<file path="config.mk">
export PLATFORM = sky130hd
export DESIGN_NAME = kp_frame_sequencer
export DESIGN_NICKNAME = d
export VERILOG_FILES = /design/src/rtl/kp_pkg.sv /design/src/rtl/kp_pixel_counter.sv /design/src/rtl/kp_frame_sequencer.sv
export SDC_FILE = /design/constraint.sdc
export NUM_CORES = 1
export LEC_CHECK = 0
export BUFFER_PORTS_ARGS = -buffer_cell sky130_fd_sc_hd__clkbuf_2
export CORE_ASPECT_RATIO = 0.8
export CORE_MARGIN = 2
export CORE_UTILIZATION = 55
export CTS_BUF_LIST = sky130_fd_sc_hd__clkbuf_4 sky130_fd_sc_hd__clkbuf_8 sky130_fd_sc_hd__clkbuf_16
export CTS_CLUSTER_SIZE = 30
export DETAILED_ROUTE_END_ITERATION = 8
export GPL_TIMING_DRIVEN = 1
export PLACE_DENSITY = 0.86
export SLEW_MARGIN = 10
export SYNTH_ARGS = -nofsm -noshare
export SYNTH_HDL_FRONTEND = slang
export SYNTH_SLANG_ARGS = --single-unit
</file>
<file path="constraint.sdc">
create_clock -name i_clk -period 4 [get_ports i_clk]
set_input_delay 1 -clock i_clk [delete_from_list [all_inputs] [get_ports i_clk]]
set_output_delay 1 -clock i_clk [all_outputs]
set_load 0.01 [all_outputs]
</file>
<file path="src/rtl/kp_pkg.sv">
`default_nettype none
// ============================================================================
//  Module      : kp_pkg
//  Description : Shared types and constants for the kp_frame_sequencer block.
//                Holds the sequencer state encoding, the number of padding
//                rows appended after each frame, and a counter-width helper.
//  Revision    : 1.0 - initial release
// ============================================================================
package kp_pkg;

  // Sequencer states, explicitly encoded on 2 bits.
  typedef enum logic [1:0] {
    ST_IDLE   = 2'd0,
    ST_STREAM = 2'd1,
    ST_FLUSH  = 2'd2,
    ST_DONE   = 2'd3
  } kp_state_t;

  // Padding rows emitted after the last real line of a frame.
  localparam int FLUSH_ROWS = 2;

  // Bit width for a counter covering 0..n-1; never narrower than one bit so
  // degenerate 1-pixel / 1-line configurations still elaborate.
  function automatic int kp_cnt_w(input int n);
    return (n > 1) ? $clog2(n) : 1;
  endfunction

endpackage : kp_pkg
`default_nettype wire

</file>
<file path="src/rtl/kp_pixel_counter.sv">
`default_nettype none
// ============================================================================
//  Module      : kp_pixel_counter
//  Description : Column/row raster counter. Column wraps COLS-1 -> 0 and
//                bumps the row; row wraps ROWS-1 -> 0. Advances only when
//                i_en is high; i_clr returns both counters to zero.
//  Ports       : i_clk       clock, rising edge
//                i_rst       synchronous active-high reset
//                i_clr       synchronous clear of both counters
//                i_en        advance by one position
//                o_col/o_row current column / row
//                o_last_col  column is COLS-1
//                o_last_row  row is ROWS-1
//  Revision    : 1.0 - initial release
// ============================================================================
module kp_pixel_counter #(
  parameter int COLS = 48,
  parameter int ROWS = 50,
  parameter int CW   = 6,
  parameter int RW   = 6
) (
  input  logic          i_clk,
  input  logic          i_rst,
  input  logic          i_clr,
  input  logic          i_en,
  output logic [CW-1:0] o_col,
  output logic [RW-1:0] o_row,
  output logic          o_last_col,
  output logic          o_last_row
);

  localparam logic [CW-1:0] c_last_col = CW'(COLS - 1);
  localparam logic [RW-1:0] c_last_row = RW'(ROWS - 1);

  logic [CW-1:0] r_col;
  logic [RW-1:0] r_row;
  logic          w_last_col;
  logic          w_last_row;

  assign w_last_col = (r_col == c_last_col);
  assign w_last_row = (r_row == c_last_row);

  always_ff @(posedge i_clk) begin
    if (i_rst || i_clr) begin
      r_col <= '0;
      r_row <= '0;
    end else if (i_en) begin
      if (w_last_col) begin
        r_col <= '0;
        r_row <= w_last_row ? '0 : r_row + RW'(1);
      end else begin
        r_col <= r_col + CW'(1);
      end
    end
  end

  assign o_col      = r_col;
  assign o_row      = r_row;
  assign o_last_col = w_last_col;
  assign o_last_row = w_last_row;

endmodule : kp_pixel_counter
`default_nettype wire

</file>
<file path="src/rtl/kp_frame_sequencer.sv">
`default_nettype none
// ============================================================================
//  Module      : kp_frame_sequencer
//  Description : Streams one frame of LINE_COUNT x LINE_LENGTH pixels from an
//                FWFT FIFO to kernel control, then appends FLUSH_ROWS rows of
//                PAD_VALUE so downstream line buffers drain. One beat per
//                cycle when the consumer requests (and, while streaming, the
//                FIFO is non-empty). Pixel outputs are registered (latency 1).
//  Ports       : i_clk, i_rst             clock / sync active-high reset
//                i_start                  frame start pulse
//                o_busy, o_done, o_err    status (o_err sticky)
//                i_fifo_data/i_fifo_empty upstream FIFO head / empty
//                o_fifo_rd                upstream pop (combinational)
//                i_kc_req                 kernel-control request
//                o_kc_data, o_kc_valid    pixel and its valid
//                o_sof, o_eol, o_eof      start-of-frame / end-of-line /
//                                         end-of-flush qualifiers
//  Revision    : 1.0 - initial release
// ============================================================================
module kp_frame_sequencer
  import kp_pkg::*;
#(
  parameter int                    LINE_LENGTH = 48,
  parameter int                    LINE_COUNT  = 48,
  parameter int                    DATA_WIDTH  = 16,
  parameter logic [DATA_WIDTH-1:0] PAD_VALUE   = '0
) (
  input  logic                  i_clk,
  input  logic                  i_rst,
  input  logic                  i_start,
  output logic                  o_busy,
  output logic                  o_done,
  output logic                  o_err,
  input  logic [DATA_WIDTH-1:0] i_fifo_data,
  input  logic                  i_fifo_empty,
  output logic                  o_fifo_rd,
  input  logic                  i_kc_req,
  output logic [DATA_WIDTH-1:0] o_kc_data,
  output logic                  o_kc_valid,
  output logic                  o_sof,
  output logic                  o_eol,
  output logic                  o_eof
);

  localparam int TOTAL_ROWS = LINE_COUNT + FLUSH_ROWS;
  localparam int CW         = kp_cnt_w(LINE_LENGTH);
  localparam int RW         = kp_cnt_w(TOTAL_ROWS);

  localparam logic [RW-1:0] c_last_stream_row = RW'(LINE_COUNT - 1);

  kp_state_t r_state;
  kp_state_t w_next_state;

  logic          w_beat;
  logic          w_fifo_rd;
  logic          w_busy;
  logic          w_start_ok;
  logic          w_start_err;

  logic [CW-1:0] w_col;
  logic [RW-1:0] w_row;
  logic          w_last_col;
  logic          w_last_row;

  logic [DATA_WIDTH-1:0] r_kc_data;
  logic                  r_kc_valid;
  logic                  r_sof;
  logic                  r_eol;
  logic                  r_eof;
  logic                  r_done;
  logic                  r_err;

  // The row counter spans both the real lines and the flush rows, so a
  // single raster position identifies every beat of the frame.
  kp_pixel_counter #(
    .COLS (LINE_LENGTH),
    .ROWS (TOTAL_ROWS),
    .CW   (CW),
    .RW   (RW)
  ) u_counter (
    .i_clk      (i_clk),
    .i_rst      (i_rst),
    .i_clr      (w_start_ok),
    .i_en       (w_beat),
    .o_col      (w_col),
    .o_row      (w_row),
    .o_last_col (w_last_col),
    .o_last_row (w_last_row)
  );

  // -------------------------------------------------------------------------
  // State register
  // -------------------------------------------------------------------------
  always_ff @(posedge i_clk) begin
    if (i_rst) begin
      r_state <= ST_IDLE;
    end else begin
      r_state <= w_next_state;
    end
  end

  // -------------------------------------------------------------------------
  // Next-state logic
  // -------------------------------------------------------------------------
  always_comb begin
    w_next_state = r_state;
    case (r_state)
      ST_IDLE: begin
        if (i_start) begin
          w_next_state = ST_STREAM;
        end
      end
      ST_STREAM: begin
        if (w_beat && w_last_col && (w_row == c_last_stream_row)) begin
          w_next_state = ST_FLUSH;
        end
      end
      ST_FLUSH: begin
        if (w_beat && w_last_col && w_last_row) begin
          w_next_state = ST_DONE;
        end
      end
      ST_DONE: begin
        w_next_state = ST_IDLE;
      end
      default: begin
        w_next_state = ST_IDLE;
      end
    endcase
  end

  // -------------------------------------------------------------------------
  // State-decoded outputs. A start in DONE is simply dropped: the frame has
  // finished, so it is not treated as a collision.
  // -------------------------------------------------------------------------
  always_comb begin
    w_beat      = 1'b0;
    w_fifo_rd   = 1'b0;
    w_busy      = 1'b0;
    w_start_ok  = 1'b0;
    w_start_err = 1'b0;
    case (r_state)
      ST_IDLE: begin
        w_start_ok = i_start;
      end
      ST_STREAM: begin
        w_busy      = 1'b1;
        w_fifo_rd   = i_kc_req & ~i_fifo_empty;
        w_beat      = w_fifo_rd;
        w_start_err = i_start;
      end
      ST_FLUSH: begin
        w_busy      = 1'b1;
        w_beat      = i_kc_req;
        w_start_err = i_start;
      end
      ST_DONE: begin
        w_busy = 1'b1;
      end
      default: begin
        w_busy = 1'b0;
      end
    endcase
  end

  // Gate the pop with reset so a word is never consumed by a frame that the
  // same edge is aborting.
  assign o_fifo_rd = w_fifo_rd & ~i_rst;
  assign o_busy    = w_busy;

  // -------------------------------------------------------------------------
  // Registered pixel stream and status
  // -------------------------------------------------------------------------
  always_ff @(posedge i_clk) begin
    if (i_rst) begin
      r_kc_data  <= '0;
      r_kc_valid <= 1'b0;
      r_sof      <= 1'b0;
      r_eol      <= 1'b0;
      r_eof      <= 1'b0;
      r_done     <= 1'b0;
      r_err      <= 1'b0;
    end else begin
      r_kc_valid <= w_beat;
      if (w_beat) begin
        r_kc_data <= (r_state == ST_STREAM) ? i_fifo_data : PAD_VALUE;
      end
      r_sof  <= w_beat && (r_state == ST_STREAM) && (w_col == '0) && (w_row == '0);
      r_eol  <= w_beat && w_last_col;
      r_eof  <= w_beat && (r_state == ST_FLUSH) && w_last_col && w_last_row;
      // o_done follows the cycle spent in DONE, i.e. one cycle after o_eof.
      r_done <= (r_state == ST_DONE);
      if (w_start_err) begin
        r_err <= 1'b1;
      end
    end
  end

  assign o_kc_data  = r_kc_data;
  assign o_kc_valid = r_kc_valid;
  assign o_sof      = r_sof;
  assign o_eol      = r_eol;
  assign o_eof      = r_eof;
  assign o_done     = r_done;
  assign o_err      = r_err;

endmodule : kp_frame_sequencer
`default_nettype wire

</file>
======== Word level (Yosys, flattened, before mapping) ========
Cells that the tools add are included.
cells by class
  add/sub/neg operators ................... 2
  bitwise operators ....................... 4
  reduce and logical (&&, ||, !) cells .... 17
  muxes and demuxes ....................... 12
  equality and inequality tests ........... 9
operator list
  operator             number
  $eq 6x6->1 const B   3
  $mux 16              1
  $add 6x1->6 const B  2
  $logic_not 6->1      2
  $mux 6               2
  $logic_and 1x1->1    9
  $pmux 2 s4           1
  $mux 2               3
  $ne 2x2->1 const B   3
  $eq 2x2->1 const B   2
  $mux 1               4
  $reduce_and 3->1     1
  $reduce_or 3->1      1
  $and 1x1->1          2
  $eq 2x1->1 const B   1
  $logic_not 2->1      1
  $not 1->1            2
  $pmux 1 s2           1
  $reduce_and 2->1     1
  $reduce_or 2->1      1
  $logic_or 1x1->1     1
storage, ports and cells
  word-level logic and storage cells ...... 54
  bits of input ports ..................... 21
  bits in registers ....................... 36
  output and inout port bits .............. 24

======== Longest topological paths before layout ========
  word-level depth ........................ 7
  mapped depth ............................ 8
  gate-level depth less buffers ........... 7

======== Modules after synthesis ========
A second synthesis with hierarchy kept.
second synthesis, totals
  cell total of the unflattened synthesis .. 182
  area, all modules ....................... 1614.0 um^2
by module, submodules not included
  module              cells an instance  area an instance (um^2)  sequential area each (um^2)  instances
  kp_frame_sequencer  117                992.2                    480.5                        1
  kp_pixel_counter    65                 621.8                    240.2                        1

======== Least setup slack after synthesis ========
Ideal clock, no wire load.
  kind .................................... input -> output
  from .................................... input i_rst
  to ...................................... output o_fifo_rd
  data required time ...................... 3000 ps
  path buffers ............................ 1
  path slack .............................. 1409 ps
  stages on the path ...................... 2
  arrival ................................. 1591 ps
  path through ............................ clkbuf_1 nor4bb_1
between the ends
  cells in the longest elaborated chain, start to end .. 2
RTL lines
  item             RTL line                   text
  start, declared  kp_frame_sequencer.sv:29   input logic i_rst,
  $not 1->1        kp_frame_sequencer.sv:168  assign o_fifo_rd = w_fifo_rd & ~i_rst;
  $and 1x1->1      kp_frame_sequencer.sv:168
  end, declared    kp_frame_sequencer.sv:36   output logic o_fifo_rd,
Every way passes these cells.

======== Worst setup path after layout ========
  from .................................... register r_state[1]
  to ...................................... output o_fifo_rd
between the ends
  cells in the longest elaborated chain, start to end .. 3
RTL lines
  item                    RTL line                   text
  start, declared         kp_frame_sequencer.sv:51   kp_state_t r_state;
  start signal, assigned  kp_frame_sequencer.sv:98   r_state <= w_next_state;
  $eq 2x1->1              kp_frame_sequencer.sv:142  case (r_state)
  $mux 1                  kp_frame_sequencer.sv:142
  $and 1x1->1             kp_frame_sequencer.sv:168
Every way passes these cells.

==> run summary <==
CTS clk-pin slew, worst paths - 0.11 ns
Total GRT Usage - 0.2273
power per cell area - 448.3 nW/um^2
Clock H-tree levels - 2
Via density - 5.309
largest net degree at the start of global routing - 27
max_cap viols - 0
worst hold path cell count - 2
n_diodes - 0
Worst VDD drop - 249.4 uV
CTS tree - yes
top-count cell post-synth - dfxtp_1
clk sinks - 36
syn_nets - 218
mapped cell area - 1610 um^2
leakage power - 0.0008492 uW
DR WL/cell - 12.65 um
R2R Path Start - r_state[1]
pre-CTS setup slack - 1.175 ns
vias in the first global route - 1271
Area growth syn-to-layout - 19.66%
Iteration-0 DRC Markers - 66
Nets - 260
ranking of synthesized cells by area - dfxtp_1 (45%), ha_1 (7.0%), a21oi_1 (6.5%)
total wire length - 3.402 mm
Ports - 45
I/O Buffers - 44
final hold vios - 0
CTS root buf - clkbuf_4
Die ar. - 3379 um^2
Synth Register Bits - 36
Final Wtd Congestion - 0.7680
die width - 64.50 um
share of layout cells above drive strength 1 - 0.2424
Arr. time, crit path - 1.94 ns
area share of the largest cell type after synthesis - 0.4476
Finished Layout Cells - 269
DR pass1 iterations - 4
outcome - complete, no violations
Slew @ Worst Pin - 0.7081 ns
R2R Path End - r_state[0]
drt drc - 0
RSZ-0062 raised after global routing - false
Tmin final - 2.940 ns
reg2reg setup slack - 1.15 ns
first-pass GRT wire length - 5.782 mm
Clk Latency, worst-skew pair - 0.34 ns
Yosys top cell by area - dfxtp_1
Async S/R FF share, synth - 0
synth warn - 0
WP data required - 3.00 ns
Pins Over Slew Limit - 0
Worst setup SP type - flop
Hold-fix buffers, CTS - 0
relative slew slack - 0.5279
Max Freq - 0.3401 GHz
Die Ht - 52.40 um
worst hold start - o_kc_data[11]
Hold Path Class - flop to flop
PostCTS Resize Cnt - 0
worst reg-to-reg path cell count - 7
Most used DFF post-synth - dfxtp_1
synth unique cells - 31
Vias - 1428
initial core utilization - 0.5824
hold endpoint - o_kc_data[11]
number of synthesized flops with an enable pin - 0
fin crit share - 0.7350
antenna violations before repair - 0
syn_area_per_cell - 8.565 um^2
post-DP HPWL - 2.457 mm
Crit Path Category - flop to output pin
Post-synth top cells - dfxtp_1 (36), nand2_1 (25), a21oi_1 (21)
Layout Skew - 0.01114 ns
register area share after synthesis - 0.4476
cell total after placement - 261
Routed Antenna Nets - 0
setup bufs post-CTS - 0
final setup fails - 0
CTS Buf Count - 5
Core Util, Final - 0.6968
cell count after synthesis - 188
crit-path max FO - 21
Core Box Area - 2765 um^2
Rows - 17
Worst Setup Slack, final - 1.060 ns
element type at the critical path end - output pin
Longest Clk Path Bufs - 2
GRT Residual Overflow - 0
Setup TNS - 0 ns
Power Total - 863.8 uW
==> worst max path at each step <==
stage	startpoint	end	cells past startpoint
floorplan	i_rst	o_fifo_rd	2
global placement	i_rst	o_fifo_rd	3
detailed placement	i_rst	o_fifo_rd	3
CTS	r_state[1]	o_fifo_rd	4
global route	r_state[1]	o_fifo_rd	4
finish	r_state[1]	o_fifo_rd	4
==> layout make-up <==
type	count	area, um^2
Multi-Input combinational cell	134	820.8
Tap cell	38	47.55
Inverter	8	30.03
Clock inverter	2	35.03
Timing Repair Buffer	45	227.7
Fill cell	230	838.3
Sequential cell	36	720.7
Clock buffer	6	45.04
==> metal layers <==
metal | routed length [um] | track usage | up-vias
li1 | - | - | 735
met1 | 1579 | 0.2936 | 657
met2 | 1619 | 0.3698 | 32
met3 | 157 | 0.05806 | 4
met4 | 46 | 0.08511 | 0
met5 | 0 | 0 | -
==> metrics by stage <==
| step | hold WS [ns] | cell area, um^2 |
|---|---|---|
| 2_1_floorplan | 0.4658 | 1610 |
| 3_3_place_gp | 0.4428 | 1847 |
| 3_5_place_dp | 0.4447 | 1847 |
| 4_1_cts | 0.4601 | 1927 |
| 5_1_grt | 0.4851 | 1927 |
| 6_report | 0.4570 | 1927 |
==> kinds of logic (layout without fill, tap and decap cells) <==
group                      after synthesis  in the layout  synth area share
adders and majority gates                9              9           0.06993
AOI/OAI and AO/OA                       31             31            0.1290
DFF                                     36             36            0.4476
and+or+nand+nor                         86             86            0.2657
muxes                                    2              2           0.01243
xor gates and xnor gates                 6              6           0.03263
buffers and inverters                   18             61           0.04273
==> flip-flops by register name, indices dropped and copies added (netlist names) <==
signal and count:
o_eol 1, o_done 1, o_err 1, o_eof 1
o_sof 1, o_kc_valid 1, r_state 2, o_kc_data 16
u_counter.o_row 6, u_counter.o_col 6
==> worst max-delay path, stage by stage (launching register included) <==
cell,delay (ns)
dfxtp_1,0.36
inv_1,0.09
ha_1,0.62
nor4bb_1,0.36
clkbuf_2,0.18
==> placed cells by master (no fill, tap or decap), types with 2 or more instances in the layout <==
| master | instances |
|---|---|
| a211oi_1 | 2 |
| a21o_1 | 2 |
| a21oi_1 | 21 |
| and3_1 | 2 |
| clkbuf_2 | 44 |
| clkbuf_4 | 6 |
| dfxtp_1 | 36 |
| ha_1 | 9 |
| inv_1 | 8 |
| mux2i_1 | 2 |
| nand2_1 | 25 |
| nand2b_1 | 4 |
| nand3_1 | 18 |
| nand4_1 | 5 |
| nor2_1 | 20 |
| nor2b_1 | 2 |
| nor3_1 | 2 |
| nor4b_1 | 3 |
| xor2_1 | 5 |
==> power breakdown <==
part           switching [uW]  leakage [uW]  internal, uW
registers                13.7      0.000290           378
clock network             119     0.0000456           138
logic                     139      0.000513          76.2
Note: power is estimated with default switching activity, not from simulation.
